File: config.mk
export PLATFORM = sky130hd
export DESIGN_NAME = cache_port_arbiter_flat
export DESIGN_NICKNAME = d
export VERILOG_FILES = /design/src/rtl/cache_port_arbiter_pkg.sv /design/src/rtl/cache_port_arbiter_if.sv /design/src/rtl/cache_port_arbiter_rr_arbiter2.sv /design/src/rtl/cache_port_arbiter.sv /design/src/flat_wrapper.sv
export SDC_FILE = /design/constraint.sdc
export NUM_CORES = 1
export LEC_CHECK = 0
export ABC_AREA = 1
export CORE_UTILIZATION = 41
export DETAILED_ROUTE_END_ITERATION = 8
export GPL_TIMING_DRIVEN = 0
export PLACE_DENSITY = 0.81
export REMOVE_ABC_BUFFERS = 1
export SETUP_SLACK_MARGIN = 0.02
export SLEW_MARGIN = 20
export SYNTH_ARGS = -nofsm -noshare
export SYNTH_HDL_FRONTEND = slang
export SYNTH_SLANG_ARGS = --single-unit
export TNS_END_PERCENT = 1
File: constraint.sdc
create_clock -name clk -period 1.5 [get_ports clk]
set_clock_uncertainty 0.05 [all_clocks]
set_input_delay 0.3 -clock clk [delete_from_list [all_inputs] [get_ports clk]]
set_output_delay 0.3 -clock clk [all_outputs]
set_load 0.03 [all_outputs]
File: src/rtl/cache_port_arbiter_pkg.sv
// Shared types for the two-port cache arbiter: FSM states, port index and
// the write-strobe encoding that means "read".
package cache_port_arbiter_pkg;

    typedef enum logic [2:0] {
        IDLE,
        ISSUE,
        SETTLE,
        WAIT,
        ACK
    } state_t;

    typedef logic port_ix_t;

    localparam logic [3:0] WE_READ = 4'b0000;

endpackage

File: src/rtl/cache_port_arbiter_if.sv
// Requester-side bundle: one instance per core-side master. The master
// holds req with stable operands until it sees the one-cycle ack.
interface cache_port_arbiter_if;

    logic        req;
    logic [31:0] address;
    logic [31:0] data_in;
    logic [3:0]  write_enable;
    logic        ack;
    logic [31:0] data_out;

    modport master (
        output req, address, data_in, write_enable,
        input  ack, data_out
    );

    modport slave (
        input  req, address, data_in, write_enable,
        output ack, data_out
    );

endinterface

File: src/rtl/cache_port_arbiter_rr_arbiter2.sv
// Two-way round-robin pick: a lone requester wins outright, a tie goes to
// the port that did not win the previous transaction.
module rr_arbiter2
    import cache_port_arbiter_pkg::*;
(
    input  logic [1:0] req_i,
    input  port_ix_t   last_grant_i,
    output port_ix_t   winner_o,
    output logic       any_o
);

    // Winner select; the idle default of port 0 is harmless because any_o gates its use.
    always_comb begin
        winner_o = 1'b0;
        if (req_i == 2'b11) begin
            winner_o = ~last_grant_i;
        end else if (req_i[1]) begin
            winner_o = 1'b1;
        end
    end

    assign any_o = |req_i;

endmodule

File: src/rtl/cache_port_arbiter.sv
// Shares one cache requester port between two masters. Each transaction is
// sequenced IDLE -> ISSUE -> SETTLE -> WAIT -> ACK, with an optional
// watchdog that aborts a stuck transaction and raises a sticky err.
module cache_port_arbiter
    import cache_port_arbiter_pkg::*;
#(
    parameter int unsigned SETTLE_CYCLES  = 1,
    parameter int unsigned TIMEOUT_CYCLES = 4096
) (
    input  logic                       clk,
    input  logic                       rst,
    cache_port_arbiter_if.slave        p0_if,
    cache_port_arbiter_if.slave        p1_if,
    output logic [31:0]                c_address_o,
    output logic [31:0]                c_data_in_o,
    output logic [3:0]                 c_write_enable_o,
    input  logic [31:0]                c_data_out_i,
    input  logic                       c_data_out_ready_i,
    input  logic                       c_busy_i,
    output port_ix_t                   grant_o,
    output logic                       active_o,
    output logic                       err_o
);

    localparam int unsigned SW = (SETTLE_CYCLES  > 1) ? $clog2(SETTLE_CYCLES)  : 1;
    localparam int unsigned TW = (TIMEOUT_CYCLES > 1) ? $clog2(TIMEOUT_CYCLES) : 1;
    localparam logic [SW-1:0] SETTLE_LAST = SW'(SETTLE_CYCLES - 1);
    localparam logic [TW-1:0] TOUT_LAST   = TW'(TIMEOUT_CYCLES - 1);

    state_t        state_q, state_d;
    port_ix_t      grant_q, grant_d;
    port_ix_t      last_grant_q, last_grant_d;
    logic [31:0]   addr_q, addr_d;
    logic [31:0]   wdata_q, wdata_d;
    logic [3:0]    we_q, we_d;
    logic [SW-1:0] settle_q, settle_d;
    logic [TW-1:0] tout_q, tout_d;
    logic          err_q, err_d;
    logic [31:0]   rdata0_q, rdata0_d;
    logic [31:0]   rdata1_q, rdata1_d;

    port_ix_t      winner;
    logic          any_req;
    logic          is_read;
    logic          tout_hit;

    rr_arbiter2 u_rr (
        .req_i        ({p1_if.req, p0_if.req}),
        .last_grant_i (last_grant_q),
        .winner_o     (winner),
        .any_o        (any_req)
    );

    assign is_read  = (we_q == WE_READ);
    assign tout_hit = (TIMEOUT_CYCLES != 0) && (tout_q == TOUT_LAST);

    // Next-state, operand latching, counters and read-data capture.
    always_comb begin
        // NOTE: every _d starts from its _q so no branch leaves a variable unassigned, which would infer a latch.
        state_d      = state_q;
        grant_d      = grant_q;
        last_grant_d = last_grant_q;
        addr_d       = addr_q;
        wdata_d      = wdata_q;
        we_d         = we_q;
        settle_d     = settle_q;
        tout_d       = tout_q;
        err_d        = err_q;
        rdata0_d     = rdata0_q;
        rdata1_d     = rdata1_q;
        case (state_q)
            IDLE: begin
                if (any_req) begin
                    grant_d = winner;
                    addr_d  = winner ? p1_if.address      : p0_if.address;
                    wdata_d = winner ? p1_if.data_in      : p0_if.data_in;
                    we_d    = winner ? p1_if.write_enable : p0_if.write_enable;
                    state_d = ISSUE;
                end
            end
            ISSUE: begin
                settle_d = '0;
                tout_d   = '0;
                state_d  = SETTLE;
            end
            SETTLE: begin
                // Cache status is untrusted here, so ready/busy are deliberately ignored.
                tout_d = tout_q + 1'b1;
                if (tout_hit) begin
                    err_d   = 1'b1;
                    state_d = ACK;
                end else if (settle_q == SETTLE_LAST) begin
                    state_d = WAIT;
                end else begin
                    settle_d = settle_q + 1'b1;
                end
            end
            WAIT: begin
                tout_d = tout_q + 1'b1;
                if (is_read && c_data_out_ready_i) begin
                    if (grant_q) rdata1_d = c_data_out_i;
                    else         rdata0_d = c_data_out_i;
                    state_d = ACK;
                end else if (!is_read && !c_busy_i) begin
                    state_d = ACK;
                end else if (tout_hit) begin
                    err_d   = 1'b1;
                    state_d = ACK;
                end
            end
            ACK: begin
                last_grant_d = grant_q;
                state_d      = IDLE;
            end
            default: state_d = IDLE;
        endcase
    end

    // State and datapath registers with synchronous reset.
    always_ff @(posedge clk) begin
        // NOTE: sequential state uses non-blocking assignment so every register samples the pre-edge values.
        if (rst) begin
            // NOTE: operand and read-data registers are reset too, because every output must read 0 after rst.
            state_q      <= IDLE;
            grant_q      <= 1'b0;
            last_grant_q <= 1'b1;
            addr_q       <= '0;
            wdata_q      <= '0;
            we_q         <= WE_READ;
            settle_q     <= '0;
            tout_q       <= '0;
            err_q        <= 1'b0;
            rdata0_q     <= '0;
            rdata1_q     <= '0;
        end else begin
            state_q      <= state_d;
            grant_q      <= grant_d;
            last_grant_q <= last_grant_d;
            addr_q       <= addr_d;
            wdata_q      <= wdata_d;
            we_q         <= we_d;
            settle_q     <= settle_d;
            tout_q       <= tout_d;
            err_q        <= err_d;
            rdata0_q     <= rdata0_d;
            rdata1_q     <= rdata1_d;
        end
    end

    // Address/data hold their last value between transactions; the strobe exists only in ISSUE.
    assign c_address_o      = addr_q;
    assign c_data_in_o      = wdata_q;
    assign c_write_enable_o = (state_q == ISSUE) ? we_q : WE_READ;
    assign grant_o          = grant_q;
    assign active_o         = (state_q != IDLE);
    assign err_o            = err_q;

    assign p0_if.ack      = (state_q == ACK) && (grant_q == 1'b0);
    assign p1_if.ack      = (state_q == ACK) && (grant_q == 1'b1);
    assign p0_if.data_out = rdata0_q;
    assign p1_if.data_out = rdata1_q;

endmodule
File: src/flat_wrapper.sv
// flat-port wrapper written by rule: the top's interface ports become plain ports
module cache_port_arbiter_flat import cache_port_arbiter_pkg::*;
#(
    parameter int unsigned SETTLE_CYCLES  = 1,
    parameter int unsigned TIMEOUT_CYCLES = 4096
)
  (clk, rst, c_address_o, c_data_in_o, c_write_enable_o, c_data_out_i, c_data_out_ready_i, c_busy_i, grant_o, active_o, err_o, p0_if_req, p0_if_address, p0_if_data_in, p0_if_write_enable, p0_if_ack, p0_if_data_out, p1_if_req, p1_if_address, p1_if_data_in, p1_if_write_enable, p1_if_ack, p1_if_data_out);
  cache_port_arbiter_if p0_if_i ();
  cache_port_arbiter_if p1_if_i ();
  input  logic clk;
  input  logic rst;
  output logic [31:0] c_address_o;
  output logic [31:0] c_data_in_o;
  output logic [3:0] c_write_enable_o;
  input  logic [31:0] c_data_out_i;
  input  logic c_data_out_ready_i;
  input  logic c_busy_i;
  output port_ix_t grant_o;
  output logic active_o;
  output logic err_o;
  input wire logic [$bits(p0_if_i.req)-1:0] p0_if_req;
  input wire logic [$bits(p0_if_i.address)-1:0] p0_if_address;
  input wire logic [$bits(p0_if_i.data_in)-1:0] p0_if_data_in;
  input wire logic [$bits(p0_if_i.write_enable)-1:0] p0_if_write_enable;
  output wire logic [$bits(p0_if_i.ack)-1:0] p0_if_ack;
  output wire logic [$bits(p0_if_i.data_out)-1:0] p0_if_data_out;
  input wire logic [$bits(p1_if_i.req)-1:0] p1_if_req;
  input wire logic [$bits(p1_if_i.address)-1:0] p1_if_address;
  input wire logic [$bits(p1_if_i.data_in)-1:0] p1_if_data_in;
  input wire logic [$bits(p1_if_i.write_enable)-1:0] p1_if_write_enable;
  output wire logic [$bits(p1_if_i.ack)-1:0] p1_if_ack;
  output wire logic [$bits(p1_if_i.data_out)-1:0] p1_if_data_out;
  assign p0_if_i.req = p0_if_req;
  assign p0_if_i.address = p0_if_address;
  assign p0_if_i.data_in = p0_if_data_in;
  assign p0_if_i.write_enable = p0_if_write_enable;
  assign p0_if_ack = p0_if_i.ack;
  assign p0_if_data_out = p0_if_i.data_out;
  assign p1_if_i.req = p1_if_req;
  assign p1_if_i.address = p1_if_address;
  assign p1_if_i.data_in = p1_if_data_in;
  assign p1_if_i.write_enable = p1_if_write_enable;
  assign p1_if_ack = p1_if_i.ack;
  assign p1_if_data_out = p1_if_i.data_out;
  cache_port_arbiter #(.SETTLE_CYCLES(SETTLE_CYCLES), .TIMEOUT_CYCLES(TIMEOUT_CYCLES)) u_core (.clk(clk), .rst(rst), .p0_if(p0_if_i), .p1_if(p1_if_i), .c_address_o(c_address_o), .c_data_in_o(c_data_in_o), .c_write_enable_o(c_write_enable_o), .c_data_out_i(c_data_out_i), .c_data_out_ready_i(c_data_out_ready_i), .c_busy_i(c_busy_i), .grant_o(grant_o), .active_o(active_o), .err_o(err_o));
endmodule
# Word level (Yosys, flattened, before mapping)
# Cells that the tools add are included.
[word_totals]
register_bits = 151
out_inout_bits = 137
elab_cells = 68
[classes]
addsub = 2
n_eq_ne = 12
mux = 21
n_bitwise = 2
reduce_logical = 20
[op_table]
columns = ["cell", "n"]
rows = [
  ["2-to-1 mux 32 bit", 2],
  ["case mux 12 bit (2 select lines)", 1],
  ["2-to-1 mux 3 bit", 6],
  ["adder 12 x 1 -> 12 bit, second input constant", 1],
  ["== test 12 bit, second input constant", 1],
  ["case mux 3 bit (4 select lines)", 1],
  ["AND reduction 3 bit", 4],
  ["2-to-1 mux 4 bit", 2],
  ["2-to-1 mux 1 bit", 7],
  ["== test 3 x 2 -> 1 bit, second input constant", 2],
  ["inequality test 2 bit, second input constant", 3],
  ["nonzero test 2 bit", 3],
  ["logical AND 1 bit", 4],
  ["logical NOT 4 bit", 1],
  ["inequality test 4 x 1 -> 1 bit, second input constant", 1],
  ["case mux 1 bit (2 select lines)", 2],
  ["AND reduction 2 bit", 2],
  ["OR reduction 2 bit", 2],
  ["== test 3 x 1 -> 1 bit, second input constant", 1],
  ["== test 3 bit, second input constant", 1],
  ["logical NOT 3 bit", 1],
  ["inequality test 3 bit, second input constant", 1],
  ["nonzero test 3 bit", 1],
  ["== test 2 bit, second input constant", 1],
  ["4 further kinds", 6],
]

# Longest topological paths before layout
[logic_depth]
word_depth = 6
depth_mapped = 8

# Cells and area by module
# A second synthesis with hierarchy kept.
[unflattened]
cells_unflattened = 816
hier_area_um2 = 6458.7
[modules_own_cells]
columns = ["module", "instances", "cells_each", "area_per_inst_um2", "seq_area_each_um2"]
rows = [
  ["cache_port_arbiter", 1, 813, 6443.7, 3002.9],
  ["rr_arbiter2", 1, 3, 15.0, 0.0],
]

# Worst setup path before layout
# Ideal clock, no wire load.
[synth_path]
path_kind = "reg-to-output"
from = "register u_core.state_q[0]"
to = "output c_write_enable_o[0]"
t_arrival_ns = 1.176
setup_slack_ns = -0.026
path_stages_with_launch = 5
cell_sequence = "dfxtp_1 inv_2 nor3_1 inv_1 nor2_1"
[synth_via]
elab_chain_len = 2
[synth_rtl]
columns = ["item", "line_no", "rtl"]
rows = [
  ["from (decl)", "cache_port_arbiter.sv:30", "state_t state_q, state_d;"],
  ["from (signal assigned)", "cache_port_arbiter.sv:136", "state_q <= state_d;"],
  ["== test 3 x 1 -> 1 bit", "cache_port_arbiter.sv:153", "assign c_write_enable_o = (state_q == ISSUE) ? we_q : WE_READ;"],
  ["2-to-1 mux 4 bit", "cache_port_arbiter.sv:153", ""],
  ["to (decl)", "flat_wrapper.sv:14", "output logic [3:0] c_write_enable_o;"],
]
# No other way between the ends.

# Final worst setup path
# Ends and elaborated chain as after synthesis.

==> impl_metrics.yaml <==
logic_synthesis:
  synth.cell_area_um2: 6270
  synth_seq_cells: 150
  syn_inst: 890
  ys_types: 27
  ys_seq_area_frac: 0.479
  ys.warnings.count: 0
  synth_area_per_cell_um2: 7.05
critical_path:
  crit_chain: "inv_4 > nor3_4 > inv_2 > nor2_1 > buf_4"
  crit_slowest_cell: "dfxtp_4"
  critical_path_class: "reg2out"
  path_max_fanout: 4
  ff2ff_path_depth: 8
  worstPathRequired_ps: 1150
  rr_endpoint: "u_core.c_data_in_o[2]"
  critPathArrivalTime_ps: 1400
  timing.reg2reg.setup_slack_ps: -240
  max_stage_delay_ps: 380
  cp-end-kind: "primary output"
  worst-path-stages: 5
  critPathBufInv: 3
  startpoint_type: "register"
  regToRegStartpoint: "u_core.state_q[1]"
  critPathTopFamily: "flip-flops"
worst_hold_path:
  worstHoldPathType: "in2reg"
  hp-start: "rst"
  hold_end: "u_core.p0_if.data_out[22]"
  worstHoldPathCells: 2
floorplanning:
  core_um2: 14800
  io_pins: 311
  dieArea_um2: 15800
  die_w_um: 126
  rows: 44
  start_util: 0.425
  chipHeight_um: 126
route:
  wl_met3_mm: 1.96
  dr_wl_met2_mm: 11.4
  ant_nets: 0
  drt_wl_total_mm: 23.2
  drt-initial-drc-count: 422
  drc: 0
  routed.top_layer: "met4"
  via_count: 7117
  viasPerCell: 5.15
  first_pass_iters: 5
  drt-met1-wl_mm: 8.68
  post_drt_wl_per_cell_um: 16.8
cts:
  cts_tree: "yes"
  cts_buffer_depth: 2
  hold_buffers: 0
  clock-sinks: 150
  clock_latency_ps: 430
  clkTransAtPathRegs_ps: 70
  cts_buffers: 17
  clockRootBuffer: "clkbuf_16"
  h-tree-depth: 4
grt:
  grt_pass1_wl_mm: 35.4
  antenna_found_initial: 0
  grt_max_degree: 70
  grt_overflow: 0
  grt_pass1_vias: 6848
  track_usage: 0.291
power_and_ir_drop:
  power_density_nw_per_um2: 1380
  power_leakage_uw: 0.00392
  finalPower_uw: 14400
  ir_worst_vdd_mv: 1.01
timing:
  setup_viol: 119
  finalHoldViolations: 0
  period_needed_ps: 1750
  rsz0062_at_grt: "true"
  slew_headroom: 0.582
  timing.fmax_mhz: 570
  tightest_slew_ps: 626
  maxSlewViolCount: 0
  final.setup.worst_slack_ps: -253
  finalSetupTns_ps: -13430
  fin_crit_sh: 1.17
placed_design:
  place_ws_ps: -1340
  port_buffers: 310
  place_hpwl_mm: 14.2
  place.gp.congestion: 0.797
  placed_cell_area_um2: 9450
cells_and_area:
  finalNetCount: 1361
  area_delta_synth_final_pct: 66.3
  mostFrequentLayoutCell: "nor2_1"
  final_cell_mix: "nor2_1, nand2_1, clkdlybuf4s50_1"
  final_util: 0.707
  drive_gt1_frac: 0.199
  n_antenna_cell: 0
  design_area_um2: 10400
job:
  cap_violations: 0
status:
  failed_checks: "setup timing"
  status: "complete, but fails checks"
==> report_power, final <==
part / switching, uW / internal, uW / leakage [uW]
Clock: 1840 / 2540 / 0.000293
Sequential: 333 / 4500 / 0.00122
Combinational: 3060 / 2160 / 0.00241
Total: 5230 / 9200 / 0.00392
==> synthesized netlist by cell type <==
cell type	number	area [um2]
a211oi_1	1	7.51
a21boi_0	1	7.51
a21o_1	1	7.51
a21oi_1	121	606
buf_1	1	3.75
buf_2	13	65.1
buf_4	3	22.5
buf_6	12	135
clkbuf_1	29	109
clkbuf_2	1	5.00
clkinv_1	1	3.75
clkinv_2	1	5.00
dfxtp_1	150	3000
ha_1	1	12.5
inv_1	18	67.6
inv_2	4	15.0
nand2_1	173	649
nand2_2	2	12.5
nand3_1	13	65.1
nand3_2	2	20.0
nand4_1	2	12.5
nor2_1	226	848
nor2_4	2	22.5
nor3_1	3	15.0
o211ai_2	1	12.5
o21ai_0	80	400
o21ai_1	28	140
==> flip-flops by register name (all words and copies together) (netlist names) <==
signal,count
u_core.c_address_o,32
u_core.state_q,3
u_core.we_q,4
u_core.tout_q,12
u_core.last_grant_q,1
u_core.p0_if.data_out,32
u_core.c_data_in_o,32
u_core.err_o,1
u_core.p1_if.data_out,32
u_core.grant_o,1
==> cells by family after synthesis <==
family,Yosys count,share of synthesized area
AO/OA/AOI/OAI,233,0.188
adder cells (fa/ha/maj),1,0.00199
buffers and inverters,83,0.0688
AND/OR/NAND/NOR,423,0.262
flip-flops,150,0.479
==> area by class of cell <==
cell class	count	area, um2
Clock buffer	18	439
Multi-Input combinational cell	661	3010
Clock inverter	14	160
Timing Repair Buffer	332	3430
Sequential cell	150	3020
Inverter	24	144
Fill cell	1189	4320
Tap cell	184	230
==> through the flow <==
stage / hold slack [ps] / instances
after floorplan: 319 / 831
after global placement: 399 / 1325
after detailed placement: 404 / 1331
after CTS: 211 / 1374
after global routing: 232 / 1383
final: 233 / 1383
==> worst max path at each step <==
| stage | startpoint | slack, ps | to |
|---|---|---|---|
| floorplan | p1_if_req | -1940 | u_core.grant_o |
| global placement | rst | -5090 | u_core.p1_if.data_out[26] |
| detailed placement | p0_if_req | -1340 | u_core.c_address_o[29] |
| CTS | u_core.state_q[0] | -260 | c_write_enable_o[1] |
| global route | u_core.state_q[0] | -320 | c_write_enable_o[0] |
| finish | u_core.state_q[0] | -250 | c_write_enable_o[0] |
==> per-layer routing <==
metal | GRT usage | vias to the layer above
met5 | 0 | -
met4 | 0.154 | 0
met3 | 0.109 | 70
met2 | 0.514 | 319
met1 | 0.299 | 3248
li1 | - | 3480
==> what timing repair did <==
item,in CTS,in global routing
buffers inserted,7,8
setup endpoints to repair,272,173
cloned,4,1
pin swaps,9,7
gates resized for setup,467,90
Note: power is estimated with default switching activity, not from simulation.
